File: src/rtl/ram_sync_loader_pkg.sv
// Shared constants for the block-RAM preload front end: default widths,
// FSM state codes and the load-length clamp.
package ram_sync_loader_pkg;

  localparam int unsigned ADDR_LEN = 8;
  localparam int unsigned DATA_LEN = 32;

  localparam logic [1:0] LDR_IDLE  = 2'd0;
  localparam logic [1:0] LDR_CLEAR = 2'd1;
  localparam logic [1:0] LDR_LOAD  = 2'd2;
  localparam logic [1:0] LDR_DONE  = 2'd3;

  function automatic int unsigned sat_len(input int unsigned len, input int unsigned depth);
    return (len > depth) ? depth : len;
  endfunction

endpackage

File: src/rtl/ram_sync_byte_packer.sv
// Collects stream bytes little-endian into one RAM word; word_valid_o fires
// combinationally on the byte that completes the word.
module ram_sync_byte_packer #(
  parameter int unsigned DATA_WIDTH = 32
) (
  input  logic                  clk,
  input  logic                  reset_x,
  input  logic                  flush_i,
  input  logic                  take_i,
  input  logic [7:0]            byte_i,
  output logic                  word_valid_o,
  output logic [DATA_WIDTH-1:0] word_o
);

  localparam int unsigned BYTES = DATA_WIDTH / 8;
  localparam int unsigned CNT_W = (BYTES > 1) ? $clog2(BYTES) : 1;
  localparam logic [CNT_W-1:0] LAST_CNT = CNT_W'(BYTES - 1);

  logic [CNT_W-1:0]      cnt_q, cnt_d;
  logic [DATA_WIDTH-1:0] word_q, word_d;
  logic [DATA_WIDTH-1:0] word_s;

  // Merge the incoming byte into its lane without disturbing earlier lanes
  always_comb begin
    word_s = word_q;
    for (int n = 0; n < int'(BYTES); n++) begin
      if (cnt_q == CNT_W'(n)) begin
        word_s[8*n +: 8] = byte_i;
      end else begin
        word_s[8*n +: 8] = word_q[8*n +: 8];
      end
    end
  end

  assign word_valid_o = take_i && (cnt_q == LAST_CNT);
  assign word_o       = word_s;

  // Outside LOAD the partial word is dropped so it can never reach the RAM
  always_comb begin
    cnt_d  = cnt_q;
    word_d = word_q;
    if (flush_i) begin
      cnt_d  = '0;
      word_d = '0;
    end else if (take_i) begin
      if (cnt_q == LAST_CNT) begin
        cnt_d  = '0;
        word_d = '0;
      end else begin
        cnt_d  = cnt_q + CNT_W'(1);
        word_d = word_s;
      end
    end else begin
      cnt_d  = cnt_q;
      word_d = word_q;
    end
  end

  // Byte counter and partial word registers
  always_ff @(posedge clk or negedge reset_x) begin
    if (!reset_x) begin
      cnt_q  <= '0;
      word_q <= '0;
    end else begin
      cnt_q  <= cnt_d;
      word_q <= word_d;
    end
  end

endmodule

File: src/rtl/ram_sync_loader.sv
// Preload front end for a ram_sync_* write port: optional zero-fill, then
// byte-stream packing into words with a registered waddr/wdata/we.
module ram_sync_loader
  import ram_sync_loader_pkg::*;
#(
  parameter int unsigned BRAM_ADDR_WIDTH = ADDR_LEN,
  parameter int unsigned BRAM_DATA_WIDTH = DATA_LEN,
  parameter int unsigned DATA_DEPTH      = 32
) (
  input  logic                       clk,
  input  logic                       reset_x,
  input  logic                       start,
  input  logic                       clear_en,
  input  logic [BRAM_ADDR_WIDTH-1:0] load_len,
  input  logic [7:0]                 byte_in,
  input  logic                       byte_valid,
  output logic                       byte_ready,
  output logic [BRAM_ADDR_WIDTH-1:0] waddr,
  output logic [BRAM_DATA_WIDTH-1:0] wdata,
  output logic                       we,
  output logic                       busy,
  output logic                       done
);

  localparam int unsigned AW = BRAM_ADDR_WIDTH;
  localparam int unsigned DW = BRAM_DATA_WIDTH;
  localparam logic [AW-1:0] LAST_ADDR = AW'(DATA_DEPTH - 1);

  logic [1:0]    state_q, state_d;
  logic [AW-1:0] len_q, len_d;
  logic [AW-1:0] idx_q, idx_d;
  logic [AW-1:0] waddr_q, waddr_d;
  logic [DW-1:0] wdata_q, wdata_d;
  logic          we_q, we_d;

  logic [AW-1:0] start_len_s;
  logic [1:0]    after_clear_s;
  logic          take_s;
  logic          flush_s;
  logic          word_valid_s;
  logic [DW-1:0] word_s;

  assign start_len_s   = AW'(sat_len(32'(load_len), DATA_DEPTH));
  assign take_s        = byte_valid && (state_q == LDR_LOAD);
  assign flush_s       = (state_q != LDR_LOAD);
  assign after_clear_s = (len_q == '0) ? LDR_DONE : LDR_LOAD;

  ram_sync_byte_packer #(
    .DATA_WIDTH (DW)
  ) u_packer (
    .clk          (clk),
    .reset_x      (reset_x),
    .flush_i      (flush_s),
    .take_i       (take_s),
    .byte_i       (byte_in),
    .word_valid_o (word_valid_s),
    .word_o       (word_s)
  );

  // Sequencing and next write-port value; idx_q is the clear address or word index
  always_comb begin
    state_d = state_q;
    len_d   = len_q;
    idx_d   = idx_q;
    we_d    = 1'b0;
    waddr_d = waddr_q;
    wdata_d = wdata_q;
    case (state_q)
      LDR_IDLE: begin
        if (start) begin
          len_d = start_len_s;
          idx_d = '0;
          if (clear_en) begin
            we_d    = 1'b1;
            waddr_d = '0;
            wdata_d = '0;
            if (DATA_DEPTH == 1) begin
              state_d = (start_len_s == '0) ? LDR_DONE : LDR_LOAD;
            end else begin
              state_d = LDR_CLEAR;
              idx_d   = AW'(1);
            end
          end else if (start_len_s == '0) begin
            state_d = LDR_DONE;
          end else begin
            state_d = LDR_LOAD;
          end
        end else begin
          state_d = LDR_IDLE;
        end
      end
      LDR_CLEAR: begin
        we_d    = 1'b1;
        waddr_d = idx_q;
        wdata_d = '0;
        if (idx_q == LAST_ADDR) begin
          idx_d   = '0;
          state_d = after_clear_s;
        end else begin
          idx_d   = idx_q + AW'(1);
        end
      end
      LDR_LOAD: begin
        if (word_valid_s) begin
          we_d    = 1'b1;
          waddr_d = idx_q;
          wdata_d = word_s;
          idx_d   = idx_q + AW'(1);
          state_d = (idx_q == len_q - AW'(1)) ? LDR_DONE : LDR_LOAD;
        end else begin
          state_d = LDR_LOAD;
        end
      end
      LDR_DONE: begin
        state_d = LDR_IDLE;
      end
      default: begin
        state_d = LDR_IDLE;
      end
    endcase
  end

  // FSM, length latch, index and the registered RAM write port
  always_ff @(posedge clk or negedge reset_x) begin
    if (!reset_x) begin
      state_q <= LDR_IDLE;
      len_q   <= '0;
      idx_q   <= '0;
      we_q    <= 1'b0;
      waddr_q <= '0;
      wdata_q <= '0;
    end else begin
      state_q <= state_d;
      len_q   <= len_d;
      idx_q   <= idx_d;
      we_q    <= we_d;
      waddr_q <= waddr_d;
      wdata_q <= wdata_d;
    end
  end

  assign we         = we_q;
  assign waddr      = waddr_q;
  assign wdata      = wdata_q;
  assign byte_ready = (state_q == LDR_LOAD);
  assign busy       = (state_q == LDR_CLEAR) || (state_q == LDR_LOAD);
  assign done       = (state_q == LDR_DONE);

endmodule

File: config.mk
export PLATFORM = sky130hd
export DESIGN_NAME = ram_sync_loader
export DESIGN_NICKNAME = d
export VERILOG_FILES = /design/src/rtl/ram_sync_loader_pkg.sv /design/src/rtl/ram_sync_byte_packer.sv /design/src/rtl/ram_sync_loader.sv
export SDC_FILE = /design/constraint.sdc
export NUM_CORES = 1
export LEC_CHECK = 0
export BUFFER_PORTS_ARGS = -buffer_cell sky130_fd_sc_hd__clkbuf_2
export CORE_MARGIN = 2
export CORE_UTILIZATION = 50
export CTS_CLUSTER_SIZE = 30
export DETAILED_ROUTE_END_ITERATION = 10
export GPL_TIMING_DRIVEN = 0
export HOLD_SLACK_MARGIN = 0.06
export PLACE_DENSITY_LB_ADDON = 0.12
export SLEW_MARGIN = 15
export SYNTH_ARGS = -nofsm -noshare
export SYNTH_HDL_FRONTEND = slang
export SYNTH_HIERARCHICAL = 1
export SYNTH_SLANG_ARGS = --single-unit
export TNS_END_PERCENT = 20
File: constraint.sdc
create_clock -name clk -period 3.35 [get_ports clk]
set_input_delay 0.67 -clock clk [delete_from_list [all_inputs] [get_ports clk]]
set_output_delay 0.67 -clock clk [all_outputs]
set_load 0.1 [all_outputs]
==> results of run 1 <==
critical path: stages, from the launching register on:
cell      delay [ps]
dfrtp_1          420
inv_1             90
ha_2             200
clkbuf_4         230
and2_1           190
buf_6            140
buf_2            190
and2_1           230
o221a_2          290
buf_2            180
o21ai_2          220
clkbuf_1         430
nand2_1          100
o21ai_0           90
cell usage in the layout, fill, tap and decap left out, types with 4 or more instances in the layout:
master,Yosys,routed
dfrtp_1,93,93
nand2_1,89,89
clkbuf_2,0,64
o21ai_0,44,44
nand3_1,36,36
mux2_2,32,32
nand2b_1,32,32
a21bo_2,32,32
a221oi_2,32,32
buf_2,22,21
clkbuf_1,15,14
nor2_1,14,14
inv_1,12,12
ha_1,11,10
clkbuf_8,0,10
xor2_1,9,9
xnor2_1,7,7
a21oi_1,6,6
buf_6,6,6
and2_1,5,5
a22o_1,5,5
nor3_1,4,4
o22ai_1,4,4
and3_1,4,4
state kept, by name (all words and copies together), names as in the netlist:
| name | count |
|---|---|
| state_q | 2 |
| waddr | 8 |
| len_q | 8 |
| we | 1 |
| wdata | 32 |
| idx_q | 8 |
| u_packer/cnt_q | 2 |
| u_packer/word_q | 32 |
timing repair:
action	4_1_cts	5_1_grt
hold buffers	0	0
resized for setup	0	3
setup endpoints to repair	40	40
power by group through the flow:
stage	logic (mW)	registers, mW	clock network, mW
floorplan	1.48	3.08	0
detailed placement	3.38	1.80	0
finish	3.37	1.78	0.908
global route	3.61	1.83	0.964
CTS	3.39	1.78	0.930
global placement	3.33	1.78	0
logic make-up (layout without fill, tap and decap cells):
family	count (synthesis)	after routing	synth area share
AND/OR/NAND/NOR	197	197	0.1713
flip-flops	93	93	0.4264
buffers and inverters	57	136	0.05387
multiplexers	34	34	0.07061
adder cells (fa/ha/maj)	11	11	0.02522
XOR/XNOR	16	16	0.02568
AO/OA/AOI/OAI	137	137	0.2270
stage by stage:
stage	instance area [um2]	worst slack (ps)
final	6203	254.0
after global routing	6203	3.060
after CTS	6200	170.2
after detailed placement	5964	-78.30
after global placement	5956	-12.32
after floorplan	5460	137.7
worst paths after layout:
path,endpoint,depth (start not counted),start
worst max-delay path,wdata[11],13,state_q[0]
min in group clk,waddr[1],2,waddr[1]
worst min register to register,waddr[1],2,waddr[1]
max in group asynchronous,u_packer/word_q[14],1,reset_x
worst min-delay path,wdata[14],1,reset_x
worst max register to register,wdata[11],13,state_q[0]
layout make-up:
| type | count | area share |
|---|---|---|
| timing repair buffer | 64 | 0.05305 |
| multi-input combinational | 395 | 0.4576 |
| clock inverter | 6 | 0.01795 |
| buffer | 44 | 0.04014 |
| tap | 140 | 0.02824 |
| sequential | 93 | 0.3752 |
| inverter | 12 | 0.007261 |
| clock buffer | 10 | 0.02057 |
routing by layer:
layer	share of wire	track usage	up-vias	routed length, um
met5	0	0	-	0
met4	0.0087	0.06960	0	114
met3	0.050	0.04641	9	658
met2	0.46	0.3688	99	6094
met1	0.48	0.3427	2127	6272
li1	-	-	2064	-
==> results.cfg, run 1 <==
[status]
status = finished clean

[worst_setup_path]
required_ps = 3640
rrSetupSlack_ps = 250
worstSetupEndpointType = flip-flop
arrival_ps = 3390
critPathMaxFanout = 19
cp-start-kind = flip-flop
critPathKind = reg2reg

[sta]
setup-tns-final_ps = 0
final-setup-viol-count = 0
fin_crit_ps = 3096
finalHoldViolCount = 0
slew_headroom = 0.5079
rsz0062_at_grt = false
period_share = 0.9242
clock_skew_ps = 12.30
worst_slew_pin_slew_ps = 738.2
holdWs_ps = 345.0
max_freq_ghz = 0.3230
slew_violations = 0

[synthesis]
synth_top_cell_by_area = dfrtp_1
syn_area_um2 = 5458
ys_seq_elements = 93
mappedNetlistNets = 577
synth.most_common_cell = dfrtp_1
ys_top_cells_by_area = dfrtp_1 43%, a221oi_2 8.8%, mux2_2 6.6%, nand2_1 6.1%, a21bo_2 5.9%
yosysSeqAreaShare = 0.4264
yosysUniqueCellTypes = 44
synth_top_cells_by_count = 93 x dfrtp_1, 89 x nand2_1, 44 x o21ai_0, 36 x nand3_1
synthArstFlopShare = 1.000
synth_enable_flop_cells = 0
yosysWarnings = 6
synth_top_area_frac = 0.4264
syn_area_per_cell_um2 = 10.01
syn_inst = 545
synth_flop_cell = dfrtp_1

[cts]
clk_pin_slew_ps = 100
clock_sinks = 93
cts_tree = built
cts_root_buffer = clkbuf_8
cts_buffers = 9
clockBufferDepth = 2
h-tree-depth = 3
insertion_delay_ps = 370
post_cts_buffers = 0

[routing]
vias = 4299
avgRoutedWirePerCell_um = 17.20
drc = 0
viasPerCell = 5.627
drt_iter0_drc = 254
ant_nets = 0
routed_wl_um = 13140
drt-pass1-iter-count = 4

[grt]
grt_max_degree = 94
grt_usage = 0.2391
antenna_found_initial = 0
grt_pass1_vias = 4330
grt_pass1_wl_um = 21780
overflow = 0

[power]
p_leak_nw = 2.799
p_comb_frac = 0.556
p_int_mw = 3.013
p_switching_mw = 3.044
power_frac_clock = 0.150
finalPower_mw = 6.057
irDropWorstVdd_uv = 722.5
power_density_nw_per_um2 = 976.4
p_sw_frac = 0.5026
power_frac_seq = 0.294

[cells_and_area]
final_core_util = 0.5773
nFillCells = 993
areaGrowthSynthToFinish_pct = 13.66
drive_above_1_share = 0.3429
multi_input_area_um2 = 2839
ff_latch_area_um2 = 2327
instances_no_fill = 764
num_antenna_cells = 0
fin_nets = 651

[place]
place_inst = 749
port_buffers = 64
dp_hpwl_um = 9320
gp_congestion = 0.8114

[floorplanning]
ios = 65
die_area_um2 = 11770
rows = 38
core-area_um2 = 10750
die_y_um = 108.5
start_util = 0.5079
die_x_um = 108.5

[worst_hold_path]
min_path_type = in2async

[job]
cap_violations = 0
Note: power is estimated with default switching activity, not from simulation.
==> inputs of run 2 (changes only) <==
--- a/config.mk
+++ b/config.mk
@@ -16,6 +16,5 @@
 export SLEW_MARGIN = 15
 export SYNTH_ARGS = -nofsm -noshare
 export SYNTH_HDL_FRONTEND = slang
-export SYNTH_HIERARCHICAL = 1
 export SYNTH_SLANG_ARGS = --single-unit
 export TNS_END_PERCENT = 20
==> constraint.sdc (replaced) <==
create_clock -name clk -period 3.35 [get_ports clk]
set_input_delay 0.1675 -clock clk [delete_from_list [all_inputs] [get_ports clk]]
set_output_delay 0.1675 -clock clk [all_outputs]
set_load 0.1 [all_outputs]
==> results.cfg, run 2 <==
[sta]
slew_headroom = 0.4988
final-setup-viol-count = 0
max_freq_ghz = 0.3907
worst_slew_pin_slew_ps = 751.8
finalHoldViolCount = 0
clock_skew_ps = 13.25
worst_slack_ps = 790.2
slew_violations = 0
fin_crit_ps = 2560
holdWs_ps = 135.9
period_share = 0.7641
rsz0062_at_grt = false
setup-tns-final_ps = 0

[cts]
cts_tree = built
h-tree-depth = 3
cts_resized = 0
cts_buffers = 9
clock_sinks = 93
clockBufferDepth = 2
clk_pin_slew_ps = 100
post_cts_buffers = 0
insertion_delay_ps = 370
cts_root_buffer = clkbuf_8

[synthesis]
synthArstFlopShare = 1.000
syn_inst = 479
syn_area_per_cell_um2 = 9.978
synth.most_common_cell = dfrtp_1
syn_area_um2 = 4780
synth_flop_cell = dfrtp_1
mappedNetlistNets = 510
synth_top_cell_by_area = dfrtp_1
ys_seq_elements = 93
yosysSeqAreaShare = 0.4869
yosysWarnings = 0
synth_top_cells_by_count = 93 x dfrtp_1, 63 x nand2_1, 38 x and2_1, 34 x mux2i_1
synth_enable_flop_cells = 0
ys_top_cells_by_area = dfrtp_1 49%, mux2i_1 7.1%, o31ai_1 5.0%, and2_1 5.0%, nand2_1 4.9%
synth_top_area_frac = 0.4869
yosysUniqueCellTypes = 45

[place]
dp_hpwl_um = 7698
place_inst = 672
placed_area_um2 = 5270
place_ws_ps = 818.1
gp_congestion = 0.8345
port_buffers = 64

[routing]
vias = 3790
ant_nets = 0
routed_wl_um = 11260
avgRoutedWirePerCell_um = 16.23
drt_iter0_drc = 197
drc = 0
drt-pass1-iter-count = 4
viasPerCell = 5.461

[cells_and_area]
most-common-layout-cells = 93 x dfrtp_1, 63 x nand2_1, 63 x clkbuf_2, 38 x and2_1, 34 x mux2i_1
nFillCells = 799
instances_no_fill = 694
fin_nets = 591
layout_commonest_cell = dfrtp_1
postLayoutCellArea_um2 = 5563
drive_above_1_share = 0.1805
areaGrowthSynthToFinish_pct = 16.39
final_core_util = 0.6020
num_antenna_cells = 0

[power]
power_frac_clock = 0.149
p_sw_frac = 0.5090
finalPower_mw = 5.838
p_comb_frac = 0.555
irDropWorstVdd_uv = 853.5
p_leak_nw = 2.607
power_frac_seq = 0.296
power_density_nw_per_um2 = 1049
p_switching_mw = 2.971
p_int_mw = 2.867

[job]
cap_violations = 0

[grt]
grt_pass1_vias = 3590
grt_pass1_wl_um = 18340
overflow = 0
grt_usage = 0.2282
grt_max_degree = 94
antenna_found_initial = 0

[status]
status = finished clean

[worst_setup_path]
required_ps = 3620
cp-start-kind = flip-flop
path_cells = inv_1 > ha_1 > buf_2 > a21boi_0 > buf_2 > a211oi_2 > o21ai_2 > clkbuf_1 > nand2_1 > o31ai_1
worstSetupEndpointType = flip-flop
critPathKind = reg2reg
critPathMaxFanout = 10
worst_path_max_delay_cell = clkbuf_1
critPathMaxStageDelay_ps = 440
arrival_ps = 2830
cp_common_cell = buf_2

[floorplanning]
ios = 65
core-area_um2 = 9240
die_area_um2 = 10360
die_x_um = 101.8
die_y_um = 101.8
rows = 35
start_util = 0.5173

[worst_hold_path]
min_path_type = in2reg
[run 2: critical path: cells and delay by family, from the launching register on]
family | cells | cell delay [ps]
adders and majority gates | 1 | 190
AOI/OAI and AO/OA | 4 | 690
and+or+nand+nor | 1 | 120
buffers and inverters | 4 | 1040
DFF | 1 | 420
[run 2: repair_timing]
action / 4_1_cts / 5_1_grt
hold buffers: 6 / 0
endpoints found under the setup margin: 0 / 0
endpoints found under the hold margin: 98 / 0
[run 2: kinds of logic after synthesis]
logic type	count (synthesis)	share of synthesized area
fa+ha+maj	10	0.02618
mux	34	0.07120
xor+xnor	16	0.02932
flops	93	0.4869
buf+inv	70	0.05890
compound gates	119	0.1843
simple gates	137	0.1432
[run 2: power groups by stage]
stage	combinational (mW)	clock [mW]	sequential [mW]
detailed placement	3.22	0	1.75
finish	3.24	0.870	1.73
CTS	3.24	0.881	1.73
global route	3.46	0.934	1.78
global placement	3.17	0	1.74
floorplan	1.32	0	3.09
[run 2: final cells by class]
cell class              instances  area (um2)  share of cell area
flip-flops and latches         93        2327              0.4184
inverters                      33       123.9             0.02227
plain buffers                  37       157.7             0.02834
clock inverters                 5       81.33             0.01462
repair buffers                 70       389.1             0.06995
well taps                     129       161.4             0.02901
multi-input cells             316        2171              0.3902
clock buffers                  11       151.4             0.02722
[run 2: final timing paths]
path	end	slack, ps	depth (start not counted)	startpoint
max in group asynchronous	u_packer.word_q[7]	2400	2	reset_x
worst max register to register	wdata[6]	790	10	state_q[0]
worst min register to register	waddr[3]	480	2	waddr[3]
worst min-delay path	len_q[2]	140	4	load_len[5]
min in group asynchronous	waddr[7]	410	2	reset_x
worst max-delay path	wdata[6]	790	10	state_q[0]
[run 2: routing by layer]
metal | routed length, um | GRT usage | part of all wire
met5 | 0 | 0 | 0
met4 | 160 | 0.05717 | 0.014
met3 | 616 | 0.05245 | 0.055
met2 | 4977 | 0.3254 | 0.44
met1 | 5509 | 0.3511 | 0.49
